--- src/rtl/ddr2_tg_pkg.sv ---
// Shared definitions for the DDR2 write/read-back traffic generator:
// pattern mode encodings, FSM states, LFSR constants and fill bytes.
package ddr2_tg_pkg;

  typedef enum logic [1:0] {
    MODE_INC  = 2'd0,
    MODE_WALK = 2'd1,
    MODE_LFSR = 2'd2,
    MODE_ALT  = 2'd3
  } tg_mode_e;

  typedef enum logic [2:0] {
    S_IDLE  = 3'd0,
    S_WRITE = 3'd1,
    S_READ  = 3'd2,
    S_DRAIN = 3'd3,
    S_DONE  = 3'd4
  } tg_state_e;

  // x^32 + x^22 + x^2 + x + 1 -> feedback from bits 31, 21, 1, 0
  localparam logic [31:0] LFSR_TAPS = 32'h8020_0003;
  localparam logic [31:0] LFSR_SEED = 32'hFFFF_FFFF;

  localparam logic [7:0] BYTE_EVEN = 8'hA5;
  localparam logic [7:0] BYTE_ODD  = 8'h5A;

  // One Fibonacci step: shift left, feedback enters at bit 0.
  function automatic logic [31:0] lfsr_step(input logic [31:0] s);
    return {s[30:0], ^(s & LFSR_TAPS)};
  endfunction

endpackage

--- src/rtl/tg_pattern_gen.sv ---
// Data pattern generator: presents the word for the current index and
// steps to the next word on advance. Used once for the writer and once
// for the read-back checker so both regenerate the same sequence.
module tg_pattern_gen
  import ddr2_tg_pkg::*;
#(
  parameter int DATA_WIDTH = 32
) (
  input  logic                  sys_clk,
  input  logic                  sys_rst_n,
  input  logic                  clear,
  input  logic                  advance,
  input  tg_mode_e              mode,
  output logic [DATA_WIDTH-1:0] data
);

  localparam int LFSR_REPS = (DATA_WIDTH + 31) / 32;
  localparam int BYTE_REPS = (DATA_WIDTH + 7) / 8;
  localparam logic [DATA_WIDTH-1:0] WALK_INIT = DATA_WIDTH'(1);

  logic [DATA_WIDTH-1:0]   idx_q;
  logic [DATA_WIDTH-1:0]   walk_q;
  logic [31:0]             lfsr_q;
  logic [32*LFSR_REPS-1:0] lfsr_rep;
  logic [8*BYTE_REPS-1:0]  alt_rep;

  assign lfsr_rep = {LFSR_REPS{lfsr_q}};
  assign alt_rep  = idx_q[0] ? {BYTE_REPS{BYTE_ODD}} : {BYTE_REPS{BYTE_EVEN}};

  // Index, rotating one-hot and LFSR state; all return to seed on clear.
  // NOTE: sequential state uses non-blocking (<=) so every flop samples the
  // pre-edge values regardless of statement order.
  always_ff @(posedge sys_clk or negedge sys_rst_n) begin
    if (!sys_rst_n) begin
      idx_q  <= '0;
      walk_q <= WALK_INIT;
      lfsr_q <= LFSR_SEED;
    end else if (clear) begin
      idx_q  <= '0;
      walk_q <= WALK_INIT;
      lfsr_q <= LFSR_SEED;
    end else if (advance) begin
      idx_q  <= idx_q + DATA_WIDTH'(1);
      walk_q <= {walk_q[DATA_WIDTH-2:0], walk_q[DATA_WIDTH-1]};
      lfsr_q <= lfsr_step(lfsr_q);
    end
  end

  // Select the current word for the latched mode.
  // NOTE: data gets a default before the case so no path leaves it
  // unassigned, which would otherwise infer a latch.
  always_comb begin
    data = '0;
    case (mode)
      MODE_INC:  data = idx_q;
      MODE_WALK: data = walk_q;
      MODE_LFSR: data = lfsr_rep[DATA_WIDTH-1:0];
      MODE_ALT:  data = alt_rep[DATA_WIDTH-1:0];
      default:   data = '0;
    endcase
  end

endmodule

--- src/rtl/ddr2_traffic_gen.sv ---
// DDR2 user-port traffic generator: writes NUM_WORDS pattern words to
// consecutive addresses, reads them back, and checks each returned word
// against a regenerated copy of the pattern.
module ddr2_traffic_gen
  import ddr2_tg_pkg::*;
#(
  parameter int DATA_WIDTH = 32,
  parameter int ADDR_WIDTH = 12,
  parameter int NUM_WORDS  = 4096,
  parameter int TIMEOUT    = 1024
) (
  input  logic                  sys_clk,
  input  logic                  sys_rst_n,
  input  logic                  init_end,
  input  logic                  start,
  input  logic [1:0]            mode,
  output logic                  wr_en,
  output logic [ADDR_WIDTH-1:0] wr_addr,
  output logic [DATA_WIDTH-1:0] wr_data,
  input  logic                  wr_ready,
  output logic                  rd_en,
  output logic [ADDR_WIDTH-1:0] rd_addr,
  input  logic                  rd_ready,
  input  logic [DATA_WIDTH-1:0] rd_data,
  input  logic                  rd_valid,
  output logic                  busy,
  output logic                  done,
  output logic                  pass,
  output logic                  timeout,
  output logic [15:0]           err_cnt,
  output logic [ADDR_WIDTH-1:0] first_err_addr
);

  // Counters carry one extra bit so a full 2**ADDR_WIDTH pass is countable.
  localparam int CW = ADDR_WIDTH + 1;
  localparam int TW = $clog2(TIMEOUT + 1);
  localparam logic [CW-1:0] LAST_IDX = CW'(NUM_WORDS - 1);
  localparam logic [CW-1:0] ALL_IDX  = CW'(NUM_WORDS);
  localparam logic [TW-1:0] TO_LAST  = TW'(TIMEOUT - 1);

  tg_state_e             state_q, state_d;
  tg_mode_e              mode_q;
  logic [CW-1:0]         iss_cnt_q;
  logic [CW-1:0]         rcv_cnt_q;
  logic [TW-1:0]         to_cnt_q;
  logic [DATA_WIDTH-1:0] chk_data;

  logic go, abort, in_run, wr_fire, rd_fire;
  logic rcv_ok, mismatch, rcv_all, timed_out, finish;

  assign in_run    = (state_q == S_WRITE) || (state_q == S_READ) || (state_q == S_DRAIN);
  assign go        = ((state_q == S_IDLE) || (state_q == S_DONE)) && start && init_end;
  assign abort     = in_run && !init_end;
  assign wr_fire   = (state_q == S_WRITE) && wr_ready;
  assign rd_fire   = (state_q == S_READ) && rd_ready;
  assign rcv_ok    = rd_valid && ((state_q == S_READ) || (state_q == S_DRAIN))
                     && (rcv_cnt_q != ALL_IDX);
  assign mismatch  = rcv_ok && (rd_data != chk_data);
  assign rcv_all   = (rcv_cnt_q == ALL_IDX) || (rcv_ok && (rcv_cnt_q == LAST_IDX));
  assign timed_out = !rcv_all && !rd_valid && (to_cnt_q == TO_LAST);
  assign finish    = (state_q == S_DRAIN) && (state_d == S_DONE);

  assign wr_addr = iss_cnt_q[ADDR_WIDTH-1:0];
  assign rd_addr = iss_cnt_q[ADDR_WIDTH-1:0];

  tg_pattern_gen #(.DATA_WIDTH(DATA_WIDTH)) u_wr_gen (
    .sys_clk   (sys_clk),
    .sys_rst_n (sys_rst_n),
    .clear     (go || abort),
    .advance   (wr_fire),
    .mode      (mode_q),
    .data      (wr_data)
  );

  tg_pattern_gen #(.DATA_WIDTH(DATA_WIDTH)) u_chk_gen (
    .sys_clk   (sys_clk),
    .sys_rst_n (sys_rst_n),
    .clear     (go || abort),
    .advance   (rcv_ok),
    .mode      (mode_q),
    .data      (chk_data)
  );

  // Next-state logic; loss of init_end during a run always wins.
  always_comb begin
    state_d = state_q;
    case (state_q)
      S_IDLE, S_DONE: if (go) state_d = S_WRITE;
      S_WRITE: begin
        if (!init_end)                               state_d = S_IDLE;
        else if (wr_ready && iss_cnt_q == LAST_IDX)  state_d = S_READ;
      end
      S_READ: begin
        if (!init_end)                               state_d = S_IDLE;
        else if (rd_ready && iss_cnt_q == LAST_IDX)  state_d = S_DRAIN;
      end
      S_DRAIN: begin
        if (!init_end)                  state_d = S_IDLE;
        else if (rcv_all || timed_out)  state_d = S_DONE;
      end
      default: state_d = S_IDLE;
    endcase
  end

  // State register plus request/busy flags registered from the next state.
  always_ff @(posedge sys_clk or negedge sys_rst_n) begin
    if (!sys_rst_n) begin
      state_q <= S_IDLE;
      wr_en   <= 1'b0;
      rd_en   <= 1'b0;
      busy    <= 1'b0;
    end else begin
      state_q <= state_d;
      wr_en   <= (state_d == S_WRITE);
      rd_en   <= (state_d == S_READ);
      busy    <= (state_d == S_WRITE) || (state_d == S_READ) || (state_d == S_DRAIN);
    end
  end

  // Issue/receive counters, drain watchdog and registered compare results.
  always_ff @(posedge sys_clk or negedge sys_rst_n) begin
    if (!sys_rst_n) begin
      mode_q         <= MODE_INC;
      iss_cnt_q      <= '0;
      rcv_cnt_q      <= '0;
      to_cnt_q       <= '0;
      err_cnt        <= '0;
      first_err_addr <= '0;
      timeout        <= 1'b0;
      done           <= 1'b0;
      pass           <= 1'b0;
    end else if (abort || go) begin
      mode_q         <= go ? tg_mode_e'(mode) : MODE_INC;
      iss_cnt_q      <= '0;
      rcv_cnt_q      <= '0;
      to_cnt_q       <= '0;
      err_cnt        <= '0;
      first_err_addr <= '0;
      timeout        <= 1'b0;
      done           <= 1'b0;
      pass           <= 1'b0;
    end else begin
      // The issue counter wraps to 0 after the last write so reads restart at 0.
      if (wr_fire)
        iss_cnt_q <= (iss_cnt_q == LAST_IDX) ? '0 : iss_cnt_q + CW'(1);
      else if (rd_fire)
        iss_cnt_q <= iss_cnt_q + CW'(1);

      if (rcv_ok)
        rcv_cnt_q <= rcv_cnt_q + CW'(1);

      if (mismatch) begin
        if (err_cnt != 16'hFFFF) err_cnt <= err_cnt + 16'd1;
        if (err_cnt == 16'd0)    first_err_addr <= rcv_cnt_q[ADDR_WIDTH-1:0];
      end

      if (rd_valid)
        to_cnt_q <= '0;
      else if (state_q == S_DRAIN)
        to_cnt_q <= to_cnt_q + TW'(1);

      // Pass must include the compare happening on this same edge.
      if (finish) begin
        done    <= 1'b1;
        timeout <= timed_out;
        pass    <= !timed_out && (err_cnt == 16'd0) && !mismatch;
      end
    end
  end

endmodule

--- config.mk ---
export PLATFORM = sky130hd
export DESIGN_NAME = ddr2_traffic_gen
export DESIGN_NICKNAME = d
export VERILOG_FILES = /design/src/rtl/ddr2_tg_pkg.sv /design/src/rtl/tg_pattern_gen.sv /design/src/rtl/ddr2_traffic_gen.sv
export SDC_FILE = /design/constraint.sdc
export NUM_CORES = 1
export LEC_CHECK = 0
export BUFFER_PORTS_ARGS = -buffer_cell sky130_fd_sc_hd__buf_4
export CELL_PAD_IN_SITES_DETAIL_PLACEMENT = 0
export CELL_PAD_IN_SITES_GLOBAL_PLACEMENT = 1
export CORE_MARGIN = 4
export CORE_UTILIZATION = 40
export CTS_CLUSTER_SIZE = 14
export DETAILED_ROUTE_END_ITERATION = 8
export GPL_TIMING_DRIVEN = 0
export PLACE_DENSITY = 0.71
export SYNTH_ARGS = -nofsm -noshare
export SYNTH_HDL_FRONTEND = slang
export SYNTH_SLANG_ARGS = --single-unit
--- constraint.sdc ---
create_clock -name sys_clk -period 3.95 [get_ports sys_clk]
set_clock_uncertainty 0.15 [all_clocks]
set_input_delay 0 -clock sys_clk [delete_from_list [all_inputs] [get_ports sys_clk]]
set_output_delay 0 -clock sys_clk [all_outputs]
set_load 0.01 [all_outputs]
== After elaboration in Yosys (flattened, before gate mapping) ==
Index checks and enable logic that the tools add are counted.

* Output and inout port bits: 90
* Bits of input ports: 41
* Register bits: 268

* Eq/ne operators: 18
* Reduce and logical (&&, ||, !) cells: 46
* Muxes and demuxes: 46
* Add/subtract/negate cells: 6

{| class="wikitable"
|+ Operators with widths
! operator !! count
|-
| 2-to-1 mux 32 bit || 14
|-
| one-hot mux 32 bit (4 select lines) || 2
|-
| 2-to-1 mux 13 bit || 6
|-
| adder 32 x 1 -> 32 bit (second input constant) || 2
|-
| XOR reduction 32 bit || 2
|-
| 2-to-1 mux 16 bit || 3
|-
| 2-to-1 mux 12 bit || 3
|-
| 2-to-1 mux 11 bit || 3
|-
| != test 32 bit || 1
|-
| adder 13 x 1 -> 13 bit (second input constant) || 2
|-
| == test 13 x 12 -> 1 bit (second input constant) || 2
|-
| 2-to-1 mux 3 bit || 7
|-
| adder 16 x 1 -> 16 bit (second input constant) || 1
|-
| logical AND 1 bit || 16
|-
| logical NOT 16 bit || 1
|-
| != test 16 bit (second input constant) || 1
|-
| == test 13 bit (second input constant) || 1
|-
| != test 13 bit (second input constant) || 1
|-
| == test 3 x 2 -> 1 bit (second input constant) || 4
|-
| one-hot mux 3 bit (4 select lines) || 1
|-
| nonzero test 2 bit || 6
|-
| adder 11 x 1 -> 11 bit (second input constant) || 1
|-
| == test 11 x 10 -> 1 bit (second input constant) || 1
|-
| logical OR 1 bit || 9
|-
| other kinds (12) || 26
|}

== Longest topological paths before layout ==
* Depth after elaboration: 17
* Gate-level depth with buffers: 14
* Gate-level depth less buffers: 10

== Modules after synthesis ==
A second synthesis with hierarchy kept.

* Cells, all modules: 1476
* Area, all modules: 14840.5 sq um

{| class="wikitable"
|+ By module, submodules not included
! module !! area each (sq um) !! instances !! seq. area each (sq um) !! cells each
|-
| tg_pattern_gen || 5205.0 || 2 || 2443.6 || 496
|-
| ddr2_traffic_gen || 4430.5 || 1 || 1901.8 || 484
|}

== Least setup slack after synthesis ==
OpenSTA, ideal clock, no wires.

* Kind: flip-flop to flip-flop
* Start point: register mode_q[1]
* End point: register err_cnt[15]
* Required time: 3.725 ns
* Period minus slack after synthesis: 2.779 ns
* Cell stages (with the launch flop): 12
* Path slack: 1.171 ns
* Arrival time: 2.554 ns
* Cells stage by stage: dfrtp_1 > inv_2 > mux4_2 > xor2_1 > a2111oi_1 > o2111a_2 > and2_1 > buf_4 > buf_8 > buf_8 > o21ai_2 > a21oi_2

* Cells in the longest elaborated chain, start to end: 6
* Elaborated cells between the ends (all ways): 9

{| class="wikitable"
|+ RTL lines
! item !! line !! source
|-
| start, declared || ddr2_traffic_gen.sv:42 || <nowiki>tg_mode_e mode_q;</nowiki>
|-
| start signal, assigned || ddr2_traffic_gen.sv:133 || <nowiki>mode_q <= go ? tg_mode_e'(mode) : MODE_INC;</nowiki>
|-
| == test 2 bit, or another cell as far along || tg_pattern_gen.sv:54 || <nowiki>case (mode)</nowiki>
|-
| one-hot mux 32 bit (4 select lines) * || tg_pattern_gen.sv:54 ||
|-
| != test 32 bit * || ddr2_traffic_gen.sv:58 || <nowiki>assign mismatch = rcv_ok && (rd_data != chk_data);</nowiki>
|-
| logical AND 1 bit * || ddr2_traffic_gen.sv:58 ||
|-
| nonzero test 2 bit (no source line) * || n/a ||
|-
| AND reduction 2 bit (no source line) * || n/a ||
|-
| end signal, assigned || ddr2_traffic_gen.sv:153 || <nowiki>if (err_cnt != 16'hFFFF) err_cnt <= err_cnt + 16'd1;</nowiki>
|-
| end, declared || ddr2_traffic_gen.sv:30 || <nowiki>output logic [15:0] err_cnt,</nowiki>
|}

Every way passes the cells marked *; elsewhere a longest branch is shown, timed or not.
A chain may end at the register's enable or synchronous reset.

== Final worst setup path ==
* Start point: register mode_q[0]
* End point: output wr_data[8]

* Cells in the longest elaborated chain, start to end: 2
* Elaborated cells between the ends (all ways): 5

{| class="wikitable"
|+ RTL lines
! item !! line !! source
|-
| == test 2 bit, or another cell as far along || tg_pattern_gen.sv:54 ||
|-
| one-hot mux 32 bit (4 select lines) * || tg_pattern_gen.sv:54 ||
|-
| end, declared || ddr2_traffic_gen.sv:19 || <nowiki>output logic [DATA_WIDTH-1:0] wr_data,</nowiki>
|}

Marked as above.

==> out/results.ini <==
[status]
status = finished, final reports clean

[job]
cap_violations = 0

[sta]
grt_setup_unrepaired = false
worst_pin_slew_ns = 1.16
max_slew_margin = 0.221
finalCritPeriodShare = 0.981
fmax_mhz = 258
period_minus_slack_ns = 3.87
finalHoldViolCount = 0
setup_tns_ns = 0
setup_viol = 0
slew_viol_final = 0

[worst_setup_path]
setup.worst_path.start_class = flop
worst-path-max-fanout = 19
r2r_end = first_err_addr[0]
crit_type = flop to output pin
endpoint_kind = output pin
cpPeakStageDelay_ns = 0.62
reg2regPathDepth = 11
crit-reg2reg-launch = u_chk_gen.idx_q[0]
crit_chain = buf_4 -> buf_4 -> buf_2 -> clkbuf_1 -> buf_1 -> a211oi_1 -> a21oi_1 -> buf_4
path_buf_inv = 6
cpMaxStageDelayCell = buf_1
startpoint = mode_q[0]
crit_family = buffers and inverters
cp.arrival_ns = 3.72
cp.required_ns = 3.80
path_common_cell = buf_4
rrSetupSlack_ns = 0.15

[yosys]
synth_fp_nets = 1598
async_reset_ff_frac = 1.00
synth_cell_type_count = 74
ys_seq_area_frac = 0.472
synth.avg_cell_area_um2 = 9.28
syn_area_um2 = 14400
yosys_warnings = 0
synth_flop_cell = dfrtp_1
synth_edf_count = 0
postSynthCellCount = 1549
ys_seq_elements = 268

[hold_path]
hp-start = rd_data[1]
hold_class = input port to flop
whs_endpoint = err_cnt[12]
hold_depth = 7

[cts]
clock-sinks = 268
h-tree-depth = 2
cts_tree = built
cts_buffers = 34
cts_buffer_depth = 3
clk_pin_slew_ns = 0.06
root_buffer = clkbuf_16
clock_latency_ns = 0.51
cts_setup_buffers = 0

[routing]
viasPerCell = 5.62
dr.pass1.iters = 8
drt-total-wl_um = 46800
drc = 0
vias = 12400
first_iter_violations = 942
ant_nets = 0
wl_per_cell_um = 21.1

[die]
die_w_um = 198
design.core.area_um2 = 35500
core.rowCount = 69
die_area_um2 = 39000
start_util = 0.405
ios = 131
die_h_um = 198

[layout]
final_cells = 2213
syn2layout_area_growth_pct = 19.9
layout-drive-gt1-share = 0.196
utilization = 0.486
mostFrequentLayoutCells = nand2_1 (322), dfrtp_1 (202), buf_4 (156)
final_common_cell = nand2_1
diodes = 0
nNetsFinal = 1777

[grt]
grt_pass1_vias = 12200
grt.total_usage = 0.238
antenna_found_initial = 0
grt_pass1_wl_um = 73000
overflow = 0
grt_start_max_net_pins = 114

[placement]
port_buffers = 130
dpl.hpwl_um = 33800
gp_congestion = 0.885
placed_cells = 2142

[pwr]
power_leakage_uw = 0.00759
p_per_area_nw_per_um2 = 400
ir_worst_vdd_uv = 344

[metal layers]
layer | global-route usage | vias to the layer above | share of wire
met2 | 0.368 | 419 | 0.46
met1 | 0.357 | 6235 | 0.46
li1 | - | 5708 | -
met5 | 0 | - | 0
met3 | 0.0350 | 69 | 0.062
met4 | 0.0553 | 0 | 0.020
[metrics by stage]
stage / worst slack, ns / power, uW / instance area [um^2] / hold slack, ns
after CTS: 0.106 / 6960 / 17200 / 0.0664
after global placement: -0.0660 / 3810 / 15900 / 0.115
after detailed placement: -0.0149 / 3820 / 16000 / -0.144
final: 0.0764 / 6880 / 17200 / 0.0819
after floorplan: 1.17 / 3380 / 14400 / -0.446
after global routing: 0.0169 / 7140 / 17200 / 0.0886
[how the worst max path moves through the flow]
stage,endpoint,slack (ns),cells after the start
CTS,wr_data[8],0.11,8
finish,wr_data[8],0.08,8
floorplan,err_cnt[15],1.17,11
global route,wr_data[8],0.02,8
global placement,u_chk_gen.idx_q[31],-0.07,11
detailed placement,u_chk_gen.idx_q[31],-0.01,11
[registers in the layout, summed over array words and instances, names as in the netlist]
| register | cells |
|---|---|
| rd_en | 1 |
| rcv_cnt_q | 13 |
| state_q | 3 |
| err_cnt | 16 |
| u_chk_gen.idx_q | 32 |
| pass | 1 |
| timeout | 1 |
| busy | 1 |
| u_wr_gen.walk_q | 32 |
| mode_q | 2 |
| iss_cnt_q | 13 |
| wr_en | 1 |
| u_wr_gen.idx_q | 32 |
| u_chk_gen.walk_q | 32 |
| done | 1 |
| u_chk_gen.lfsr_q | 32 |
| to_cnt_q | 11 |
| first_err_addr | 12 |
| u_wr_gen.lfsr_q | 32 |
[area by class of cell]
cell class,instances,area (um^2)
fillers,3402,18300
repair buffers,144,1180
clock buffers,52,1000
flip-flops and latches,268,6790
plain buffers,123,632
clock inverters,8,105
well taps,461,577
inverters,31,116
multi-input cells,1126,6840
[cell usage after synthesis, drive strengths merged, types with 2 or more instances]
library cell,instances,area share
o211ai,13,0.0068
and4,9,0.0055
nand2,322,0.084
o31ai,3,0.0016
ha,8,0.0070
nand3,101,0.035
inv,31,0.0081
o32ai,2,0.0012
nor4b,3,0.0018
xnor2,53,0.032
nor4bb,2,0.0014
or4,2,0.0010
dfstp,66,0.12
a221oi,2,0.0012
or2,3,0.0013
mux2i,15,0.010
nand4,27,0.012
buf,55,0.026
or3,29,0.013
and2,8,0.0035
a211oi,16,0.0084
mux4,37,0.058
clkbuf,69,0.018
nor2b,22,0.0096
o41ai,9,0.0055
nor2,107,0.028
nand2b,5,0.0022
o2111ai,3,0.0018
a211o,2,0.0012
o21ai,68,0.025
nor3,13,0.0045
and3,23,0.010
o21bai,4,0.0021
nor4,8,0.0050
a21oi,125,0.045
dfrtp,202,0.35
o211a,2,0.0014
xor2,55,0.034
[kinds of logic after synthesis]
family	synth area share
buf+inv	0.0522
xor+xnor	0.0658
compound gates	0.112
fa+ha+maj	0.00697
simple gates	0.221
mux	0.0692
flops	0.472
[report_power, final]
part	internal (uW)	leakage, uW	switching, uW
clock network	1880	0.000534	1220
logic	387	0.00355	561
registers	2800	0.00351	40.6
[worst register-to-register path: cells and delay by family, from the launching register on]
family	cells	cell delay, ns
and+or+nand+nor	3	1.10
xor gates and xnor gates	1	0.31
muxes	1	0.59
AOI/OAI and AO/OA	2	0.16
buffers and inverters	4	0.83
DFF	1	0.55
[timing repair]
action                                  in CTS  in global routing
hold buffers                                12                  0
hold endpoints to repair                   250                  0
gates resized for setup                      1                  2
endpoints found under the setup margin      18                  3
No activity file was read; power rests on OpenSTA's default activity.
